==> config.mk <==
export PLATFORM = sky130hd
export DESIGN_NAME = flash_timer_bank_flat
export DESIGN_NICKNAME = d
export VERILOG_FILES = /design/src/rtl/flash_timer_bank_if.sv /design/src/rtl/flash_timer_bank.sv /design/src/flat_wrapper.sv
export SDC_FILE = /design/constraint.sdc
export NUM_CORES = 1
export LEC_CHECK = 0
export ABC_AREA = 1
export ABC_CLOCK_PERIOD_IN_PS = 8100
export BUFFER_PORTS_ARGS = -buffer_cell sky130_fd_sc_hd__clkbuf_2
export CORE_MARGIN = 2
export CORE_UTILIZATION = 50
export DETAILED_ROUTE_END_ITERATION = 6
export PLACE_DENSITY_LB_ADDON = 0.08
export SYNTH_ARGS = -nofsm -noshare
export SYNTH_HDL_FRONTEND = slang
export SYNTH_SLANG_ARGS = --single-unit
==> constraint.sdc <==
create_clock -name CLK_50MHZ -period 8.1 [get_ports CLK_50MHZ]
set_input_delay 1.215 -clock CLK_50MHZ [delete_from_list [all_inputs] [get_ports CLK_50MHZ]]
set_output_delay 1.215 -clock CLK_50MHZ [all_outputs]
set_load 0.01 [all_outputs]
==> src/rtl/flash_timer_bank_if.sv <==
// Control/status bundle between the display controller and the flash timer bank.
// The master drives start/stop/mode/duration; the slave reports busy/done/flash.
interface flash_timer_bank_if #(
    parameter int CHANNELS  = 4,
    parameter int CNT_WIDTH = 16
);
    logic [CHANNELS-1:0]           start;
    logic [CHANNELS-1:0]           stop;
    logic [CHANNELS-1:0]           periodic;
    logic [CHANNELS*CNT_WIDTH-1:0] duration;
    logic [CHANNELS-1:0]           busy;
    logic [CHANNELS-1:0]           done;
    logic [CHANNELS-1:0]           flash;

    modport master (
        output start, stop, periodic, duration,
        input  busy, done, flash
    );

    modport slave (
        input  start, stop, periodic, duration,
        output busy, done, flash
    );
endinterface

==> src/rtl/flash_timer_bank.sv <==
// Bank of independent one-shot/periodic flash timers sharing one free-running
// tick prescaler; each channel counts a programmable number of ticks.
module flash_timer_bank #(
    parameter int CHANNELS  = 4,
    parameter int CNT_WIDTH = 16,
    parameter int PRESCALE  = 50000
) (
    input  logic               CLK_50MHZ,
    input  logic               RST,
    flash_timer_bank_if.slave  bus
);
    localparam int PW = (PRESCALE > 1) ? $clog2(PRESCALE) : 1;

    typedef enum logic {
        IDLE     = 1'b0,
        COUNTING = 1'b1
    } state_t;

    logic [PW-1:0] pre_q, pre_d;
    logic          tick;

    state_t               state_q [CHANNELS];
    state_t               state_d [CHANNELS];
    logic [CNT_WIDTH-1:0] cnt_q   [CHANNELS];
    logic [CNT_WIDTH-1:0] cnt_d   [CHANNELS];
    logic [CNT_WIDTH-1:0] dur_q   [CHANNELS];
    logic [CNT_WIDTH-1:0] dur_d   [CHANNELS];
    logic [CHANNELS-1:0]  mode_q, mode_d;
    logic [CHANNELS-1:0]  done_q, done_d;
    logic [CHANNELS-1:0]  flash_q, flash_d;
    logic [CHANNELS-1:0]  expire;
    logic [CHANNELS-1:0]  busy_c;

    // Shared prescaler is never restarted, so channel phase relative to tick is arbitrary.
    assign tick  = (pre_q == PW'(PRESCALE - 1));
    assign pre_d = tick ? '0 : pre_q + PW'(1);

    always_comb begin
        mode_d  = mode_q;
        done_d  = '0;
        flash_d = flash_q;
        expire  = '0;
        for (int i = 0; i < CHANNELS; i++) begin
            state_d[i] = state_q[i];
            cnt_d[i]   = cnt_q[i];
            dur_d[i]   = dur_q[i];
            // A zero duration expires immediately and is forced to one-shot.
            expire[i]  = (state_q[i] == COUNTING) &&
                         ((dur_q[i] == '0) ||
                          (tick && (cnt_q[i] == dur_q[i] - CNT_WIDTH'(1))));
            if (bus.stop[i]) begin
                state_d[i] = IDLE;
                cnt_d[i]   = '0;
                flash_d[i] = 1'b0;
            end else if (bus.start[i]) begin
                state_d[i] = COUNTING;
                cnt_d[i]   = '0;
                dur_d[i]   = bus.duration[i*CNT_WIDTH +: CNT_WIDTH];
                mode_d[i]  = bus.periodic[i];
                flash_d[i] = 1'b1;
            end else if (expire[i]) begin
                done_d[i] = 1'b1;
                cnt_d[i]  = '0;
                if (mode_q[i] && (dur_q[i] != '0)) begin
                    flash_d[i] = ~flash_q[i];
                end else begin
                    state_d[i] = IDLE;
                    flash_d[i] = 1'b0;
                end
            end else if ((state_q[i] == COUNTING) && tick) begin
                cnt_d[i] = cnt_q[i] + CNT_WIDTH'(1);
            end
        end
    end

    always_ff @(posedge CLK_50MHZ or posedge RST) begin
        if (RST) begin
            pre_q   <= '0;
            mode_q  <= '0;
            done_q  <= '0;
            flash_q <= '0;
            for (int i = 0; i < CHANNELS; i++) begin
                state_q[i] <= IDLE;
                cnt_q[i]   <= '0;
                dur_q[i]   <= '0;
            end
        end else begin
            pre_q   <= pre_d;
            mode_q  <= mode_d;
            done_q  <= done_d;
            flash_q <= flash_d;
            for (int i = 0; i < CHANNELS; i++) begin
                state_q[i] <= state_d[i];
                cnt_q[i]   <= cnt_d[i];
                dur_q[i]   <= dur_d[i];
            end
        end
    end

    for (genvar g = 0; g < CHANNELS; g++) begin : g_busy
        assign busy_c[g] = (state_q[g] == COUNTING);
    end

    assign bus.busy  = busy_c;
    assign bus.done  = done_q;
    assign bus.flash = flash_q;
endmodule

==> src/flat_wrapper.sv <==
// flat-port wrapper written by rule: the top's interface ports become plain ports
module flash_timer_bank_flat 
#(
    parameter int CHANNELS  = 4,
    parameter int CNT_WIDTH = 16,
    parameter int PRESCALE  = 50000
)
  (CLK_50MHZ, RST, bus_start, bus_stop, bus_periodic, bus_duration, bus_busy, bus_done, bus_flash);
  flash_timer_bank_if #(.CHANNELS(CHANNELS), .CNT_WIDTH(CNT_WIDTH)) bus_i ();
  input  logic CLK_50MHZ;
  input  logic RST;
  input wire logic [$bits(bus_i.start)-1:0] bus_start;
  input wire logic [$bits(bus_i.stop)-1:0] bus_stop;
  input wire logic [$bits(bus_i.periodic)-1:0] bus_periodic;
  input wire logic [$bits(bus_i.duration)-1:0] bus_duration;
  output wire logic [$bits(bus_i.busy)-1:0] bus_busy;
  output wire logic [$bits(bus_i.done)-1:0] bus_done;
  output wire logic [$bits(bus_i.flash)-1:0] bus_flash;
  assign bus_i.start = bus_start;
  assign bus_i.stop = bus_stop;
  assign bus_i.periodic = bus_periodic;
  assign bus_i.duration = bus_duration;
  assign bus_busy = bus_i.busy;
  assign bus_done = bus_i.done;
  assign bus_flash = bus_i.flash;
  flash_timer_bank #(.CHANNELS(CHANNELS), .CNT_WIDTH(CNT_WIDTH), .PRESCALE(PRESCALE)) u_core (.CLK_50MHZ(CLK_50MHZ), .RST(RST), .bus(bus_i));
endmodule
==> results.sh, run 1 <==
export IMPL_grt_usage_pct=21.90
export IMPL_whs_ps=463.7
export IMPL_drive_gt1_share_pct=17.20
export IMPL_reg2reg_from="u_core.pre_q[0]"
export IMPL_yosysWarnings=0
export IMPL_netlist_area_um2=9877
export IMPL_timing_rr_end="u_core.cnt_q[26]"
export IMPL_gp_congestion=0.8745
export IMPL_start_util_pct=50.92
export IMPL_syn_num_nets=1304
export IMPL_fin_nets=1398
export IMPL_dominantRegCellSynth="dfrtp_1"
export IMPL_drv_cap=0
export IMPL_nFillCells=1833
export IMPL_layout_cells_non_filler=1585
export IMPL_post_route_drc_count=0
export IMPL_critical_path_max_fanout=12
export IMPL_hold_viol_final=0
export IMPL_irDropWorstVdd_mv=0.1446
export IMPL_dp_cells=1553
export IMPL_drt_iter0_drc=542
export IMPL_cp_endpoint="u_core.cnt_q[26]"
export IMPL_total_leakage_power_nw=5.119
export IMPL_core_um2=19400
export IMPL_vias_per_cell=5.073
export IMPL_synth_largest_area_cell="dfrtp_1"
export IMPL_status="finished clean"
export IMPL_dr_pass1_iters=5
export IMPL_cts_root_buffer="clkbuf_16"
export IMPL_die_area_um2=20890
export IMPL_grt_pass1_vias=7657
export IMPL_slew_violations=0
export IMPL_die_h_um=144.6
export IMPL_worst_r2r_path_depth=11
export IMPL_fin_crit_ps=2700
export IMPL_synthTopCellsByArea="dfrtp_1, nand2_1, xor2_1"
export IMPL_setup_ws_ps=5400
export IMPL_max_slew_margin_pct=39.78
export IMPL_clock_skew_ps=9.468
export IMPL_cts_sinks=160
export IMPL_grt_max_degree=100
export IMPL_clk_latency_ps=430
export IMPL_cts_max_level=4
export IMPL_worst_pin_slew_ps=901.1
export IMPL_fin_crit_sh_pct=33.33
export IMPL_synth_distinct_cells=50
export IMPL_startpoint_type="flip-flop"
export IMPL_cts_resized=0
export IMPL_async_reset_ff_share_pct=100.0
export IMPL_area_delta_synth_final_pct=13.30
export IMPL_ys_seq_elements=160
export IMPL_antenna_found_initial=0
export IMPL_worstSetupStartpoint="u_core.pre_q[0]"
export IMPL_hp_class="flip-flop to flip-flop"
export IMPL_crit_required_ps=8450
export IMPL_hold_buffers=0
export IMPL_place_ws_ps=5225
export IMPL_fmax_mhz=370.4
export IMPL_cp_arrival_ps=3050
export IMPL_via_count=8040
export IMPL_power_density_nw_per_um2=184.5
export IMPL_io_buffers=89
export IMPL_cts_buffer_depth=2
export IMPL_grt_busiest_layer="met2"
export IMPL_dp_hpwl_mm=16.20
export IMPL_tns_ps=0
export IMPL_post_cts_buffers=0
export IMPL_r2r_slack_ps=5400
export IMPL_p_total_w=0.002064
export IMPL_cts_tree="done"
export IMPL_grt_util_met2_pct=35.72
export IMPL_wirelength_mm=21.55
export IMPL_setup_violations=0
export IMPL_die_w_um=144.6
export IMPL_crit_path_end_kind="flip-flop"
export IMPL_synth_edf_count=0
export IMPL_rsz0062_at_grt="no"
export IMPL_seq_area_um2=4004
export IMPL_ant_nets=0
export IMPL_multiInputGateArea_um2=5313
export IMPL_diodes=0
export IMPL_io_pins=90
export IMPL_critical_path_class="flip-flop to flip-flop"
export IMPL_numCtsBuffers=17
export IMPL_yosysSeqAreaShare_pct=40.54
export IMPL_synth_cells=1213
export IMPL_grt_use_met3_pct=4.570
export IMPL_use_met1_pct=29.68
export IMPL_clk_pin_slew_ps=60
export IMPL_synth_top_area_share_pct=40.54
export IMPL_wire_per_inst_um=13.60
export IMPL_syn_avg_cell_area_um2=8.143
export IMPL_overflow=0
export IMPL_rows=51
export IMPL_grt_pass1_wl_mm=36.27
-- cells by family (layout without fill, tap and decap cells) --
logic type | after synthesis | in the layout | synth area share [%]
adder cells (fa/ha/maj) | 13 | 13 | 1.647
buffers and inverters | 138 | 245 | 5.675
flip-flops | 160 | 160 | 40.54
AND/OR/NAND/NOR | 645 | 645 | 30.39
multiplexers | 49 | 49 | 5.574
AO/OA/AOI/OAI | 73 | 73 | 4.130
XOR/XNOR | 135 | 135 | 12.05
-- cell type report --
class,instances,area share (%)
Clock buffer,25,4.696
Clock inverter,7,0.8721
Inverter,123,4.170
Multi-Input combinational cell,915,47.47
Sequential cell,160,35.78
Tap cell,265,2.963
Timing Repair Buffer,90,4.047
-- worst min path at each step --
stage	start	end	slack (ps)	cells after the start
floorplan	u_core.pre_q[0]	u_core.pre_q[0]	430	1
global placement	u_core.pre_q[0]	u_core.pre_q[0]	450	1
detailed placement	u_core.pre_q[0]	u_core.pre_q[0]	450	1
CTS	u_core.pre_q[0]	u_core.pre_q[0]	460	1
global route	u_core.pre_q[0]	u_core.pre_q[0]	500	1
finish	u_core.pre_q[0]	u_core.pre_q[0]	460	1
-- cell usage after synthesis, types with 2 or more instances --
library cell,n
a211oi_1,3
a21oi_1,39
a31oi_1,5
and3_1,6
buf_1,2
buf_6,5
clkbuf_1,6
dfrtp_1,160
ha_1,13
inv_1,120
inv_2,2
mux2_2,48
nand2_1,222
nand2_2,12
nand2_4,4
nand3_1,65
nand3_2,3
nand3b_1,9
nand4_1,33
nand4_2,2
nor2_1,204
nor2_2,12
nor2_4,5
nor2_8,2
nor3_1,35
nor3_2,6
nor3b_1,6
nor4_1,6
nor4_2,2
nor4b_1,2
o21a_1,2
o21ai_0,13
o21ai_1,3
o31ai_1,4
or2_2,5
xnor2_1,42
xor2_1,92
-- report_power, final --
part	switching (W)	internal (W)
sequential	0.0000656	0.000852
clock	0.000330	0.000512
combinational	0.000171	0.000133
total	0.000567	0.00150
-- routing by layer --
metal  wire length, um  share of wire [%]  vias up
met5                 0                  0        -
met4               302                1.4        0
met3               840                3.9       23
met2              9974                 46      144
met1             10440                 48     3756
li1                  -                  -     4117
-- worst max-delay path: stages, from the launching register on --
cell	delay [ps]
dfrtp_1	370
ha_1	210
nand3_1	130
nor2_1	150
nand2_2	270
inv_2	320
nand2_1	230
inv_1	300
nand4_2	170
nor4_2	230
nor2_1	70
nor3_1	180
-- placed cells by master, fill, tap and decap left out, types with 4 or more instances in the layout --
cell         n
a21oi_1     39
a31oi_1      5
and3_1       6
clkbuf_16   17
clkbuf_2    89
clkbuf_8     7
dfrtp_1    160
ha_1        13
inv_1      119
mux2_2      48
nand2_1    222
nand2_2     12
nand2_4      4
nand3_1     65
nand3b_1     9
nand4_1     33
nor2_1     204
nor2_2      12
nor2_4       5
nor3_1      35
nor3_2       6
nor3b_1      6
nor4_1       6
o21ai_0     13
o31ai_1      4
or2_2        5
xnor2_1     42
xor2_1      92
-- sequential cells by signal, indices dropped and copies added (netlist names) --
| register | count |
|---|---|
| u_core.pre_q | 16 |
| u_core.bus.busy | 4 |
| u_core.cnt_q | 64 |
| u_core.bus.done | 4 |
| u_core.dur_q | 64 |
| u_core.mode_q | 4 |
| u_core.bus.flash | 4 |
-- per-stage QoR --
stage,utilization (%),area [um^2]
6_report,57.69,11190
5_1_grt,57.69,11190
4_1_cts,57.69,11190
3_5_place_dp,54.48,10570
3_3_place_gp,54.48,10570
2_1_floorplan,-,9877
Note: power is estimated with default switching activity, not from simulation.
==> run 2, diff against run 1 <==
--- a/config.mk
+++ b/config.mk
@@ -6,7 +6,7 @@
 export NUM_CORES = 1
 export LEC_CHECK = 0
 export ABC_AREA = 1
-export ABC_CLOCK_PERIOD_IN_PS = 8100
+export ABC_CLOCK_PERIOD_IN_PS = 2600
 export BUFFER_PORTS_ARGS = -buffer_cell sky130_fd_sc_hd__clkbuf_2
 export CORE_MARGIN = 2
 export CORE_UTILIZATION = 50
==> constraint.sdc (replaced) <==
create_clock -name CLK_50MHZ -period 2.6 [get_ports CLK_50MHZ]
set_input_delay 0.39 -clock CLK_50MHZ [delete_from_list [all_inputs] [get_ports CLK_50MHZ]]
set_output_delay 0.39 -clock CLK_50MHZ [all_outputs]
set_load 0.01 [all_outputs]
==> run 2 against run 1 <==
Compared with the run above: total power increased to 3.1 times the previous value; flip-flop and latch count stayed put; routed wire length grew 1.7%.
==> results.sh, run 2 (same netlist as run 1, synthesis figures left out) <==
export IMPL_start_util_pct=50.92
export IMPL_die_area_um2=20890
export IMPL_max_slew_margin_pct=45.12
export IMPL_gp_congestion=0.9054
export IMPL_clk_latency_ps=440
export IMPL_rows=51
export IMPL_worst_r2r_path_depth=11
export IMPL_via_count=8105
export IMPL_total_leakage_power_nw=5.147
export IMPL_crit_path_end_kind="flip-flop"
export IMPL_reg_largest_list="u_core.cnt_q x64, u_core.dur_q x64, u_core.pre_q x16"
export IMPL_cp_cell_sequence="ha_1 -> nand3_1 -> nor2_1 -> nand2_2 -> inv_2 -> nand2_1 -> buf_4 -> nor4_1 -> nand2_1 -> xor2_1 -> nor2_1"
export IMPL_cts_tree="done"
export IMPL_grt_usage_pct=22.40
export IMPL_dp_hpwl_mm=16.63
export IMPL_min_path_cells=2
export IMPL_wirelength_mm=21.93
export IMPL_setup_violations=0
export IMPL_drt_iter0_drc=471
export IMPL_post_route_drc_count=0
export IMPL_core_um2=19400
export IMPL_ant_nets=0
export IMPL_power_density_nw_per_um2=568.2
export IMPL_antenna_found_initial=0
export IMPL_grt_max_degree=83
export IMPL_die_h_um=144.6
export IMPL_cts_sinks=160
export IMPL_cp_depth=11
export IMPL_vias_per_cell=5.088
export IMPL_grt_pass1_wl_mm=37.29
export IMPL_critical_path_max_fanout=8
export IMPL_hold_viol_final=0
export IMPL_dr_pass1_iters=4
export IMPL_drive_gt1_share_pct=17.85
export IMPL_multiInputGateArea_um2=5320
export IMPL_hp_class="input port to flip-flop"
export IMPL_cpPeakStageDelay_ps=400
export IMPL_fmax_mhz=419.5
export IMPL_crit_required_ps=2960
export IMPL_startpoint_type="flip-flop"
export IMPL_worst_path_buf_inv=2
export IMPL_area_delta_synth_final_pct=14.00
export IMPL_cp_arrival_ps=2740
export IMPL_critPathSlowestCell="nor4_1"
export IMPL_worst_pin_slew_ps=821.2
export IMPL_drv_cap=0
export IMPL_nFillCells=1837
export IMPL_clock_skew_ps=9.977
export IMPL_cts_max_level=4
export IMPL_io_pins=90
export IMPL_overflow=0
export IMPL_slew_violations=0
export IMPL_path_delay_family="simple AND/OR/NAND/NOR gates"
export IMPL_clk_pin_slew_ps=70
export IMPL_fin_nets=1406
export IMPL_final_cell_mix="nand2_1, nor2_1, dfrtp_1"
export IMPL_tns_ps=0
export IMPL_r2r_slack_ps=220
export IMPL_fin_crit_sh_pct=91.68
export IMPL_irDropWorstVdd_mv=0.4525
export IMPL_critical_path_class="flip-flop to flip-flop"
export IMPL_wire_per_inst_um=13.77
export IMPL_post_cts_buffers=0
export IMPL_final_common_cell="nand2_1"
export IMPL_diodes=0
export IMPL_rsz0062_at_grt="no"
export IMPL_dp_cells=1560
export IMPL_layout_cells_non_filler=1593
export IMPL_grt_pass1_vias=7922
export IMPL_cts_buffer_depth=2
export IMPL_io_buffers=89
export IMPL_cts_root_buffer="clkbuf_16"
export IMPL_seq_area_um2=4004
export IMPL_die_w_um=144.6
export IMPL_fin_crit_ps=2384
export IMPL_numCtsBuffers=17
export IMPL_status="finished clean"
## run 2: cell types whose count changed in the layout (fill, tap and decap cells not counted), moves of 2 or more
cell      change
inv_8         +2
clkbuf_8      -7
buf_12        +2
inv_6         +5
buf_4         +5
## run 2: through the flow
stage               setup WS [ps]  total power, W  hold WS (ps)  area, um^2  utilization [%]
detailed placement          244.7        0.003870         420.6       10640            54.87
floorplan                   181.2        0.003587         432.9        9881                -
CTS                         227.1        0.006481         122.5       11250            58.00
global route                15.21        0.006747         132.4       11260            58.04
global placement            298.6        0.003862         418.2       10640            54.87
finish                      216.3        0.006398         141.8       11260            58.04
## run 2: where the power goes
| group | switching (W) | leakage [nW] | internal (W) |
|---|---|---|---|
| sequential | 0.000206 | 2.04 | 0.00265 |
| clock | 0.00113 | 0.289 | 0.00145 |
| combinational | 0.000544 | 2.82 | 0.000424 |
| total | 0.00188 | 5.15 | 0.00452 |
## run 2: path summary, 6_finish.rpt
path                                  from                 end
max reg2reg                u_core.pre_q[0]    u_core.cnt_q[21]
min reg2reg                u_core.pre_q[0]     u_core.pre_q[0]
max                        u_core.pre_q[0]    u_core.cnt_q[21]
min in group asynchronous              RST  u_core.bus.busy[0]
max in group asynchronous              RST    u_core.cnt_q[25]
min                           bus_start[0]  u_core.bus.done[0]
## run 2: area by class of cell
class                           instances  share of cell area [%]
Timing Repair Buffer                   98                   4.801
Clock buffer                           17                   3.778
Multi-Input combinational cell        915                   47.25
Clock inverter                         15                   1.534
Inverter                              123                   4.134
Tap cell                              265                   2.945
Sequential cell                       160                   35.56
## run 2: what timing repair did
item / CTS / global route
endpoints found under the setup margin: 0 / 5
hold buffers: 1 / 0
gates resized for setup: 0 / 3
endpoints found under the hold margin: 16 / 0
## run 2: routing by layer
layer / global-route usage (%) / share of wire [%]
met5: 0 / 0
met4: 6.949 / 1.7
met3: 4.371 / 3.7
met2: 36.12 / 45
met1: 30.58 / 49
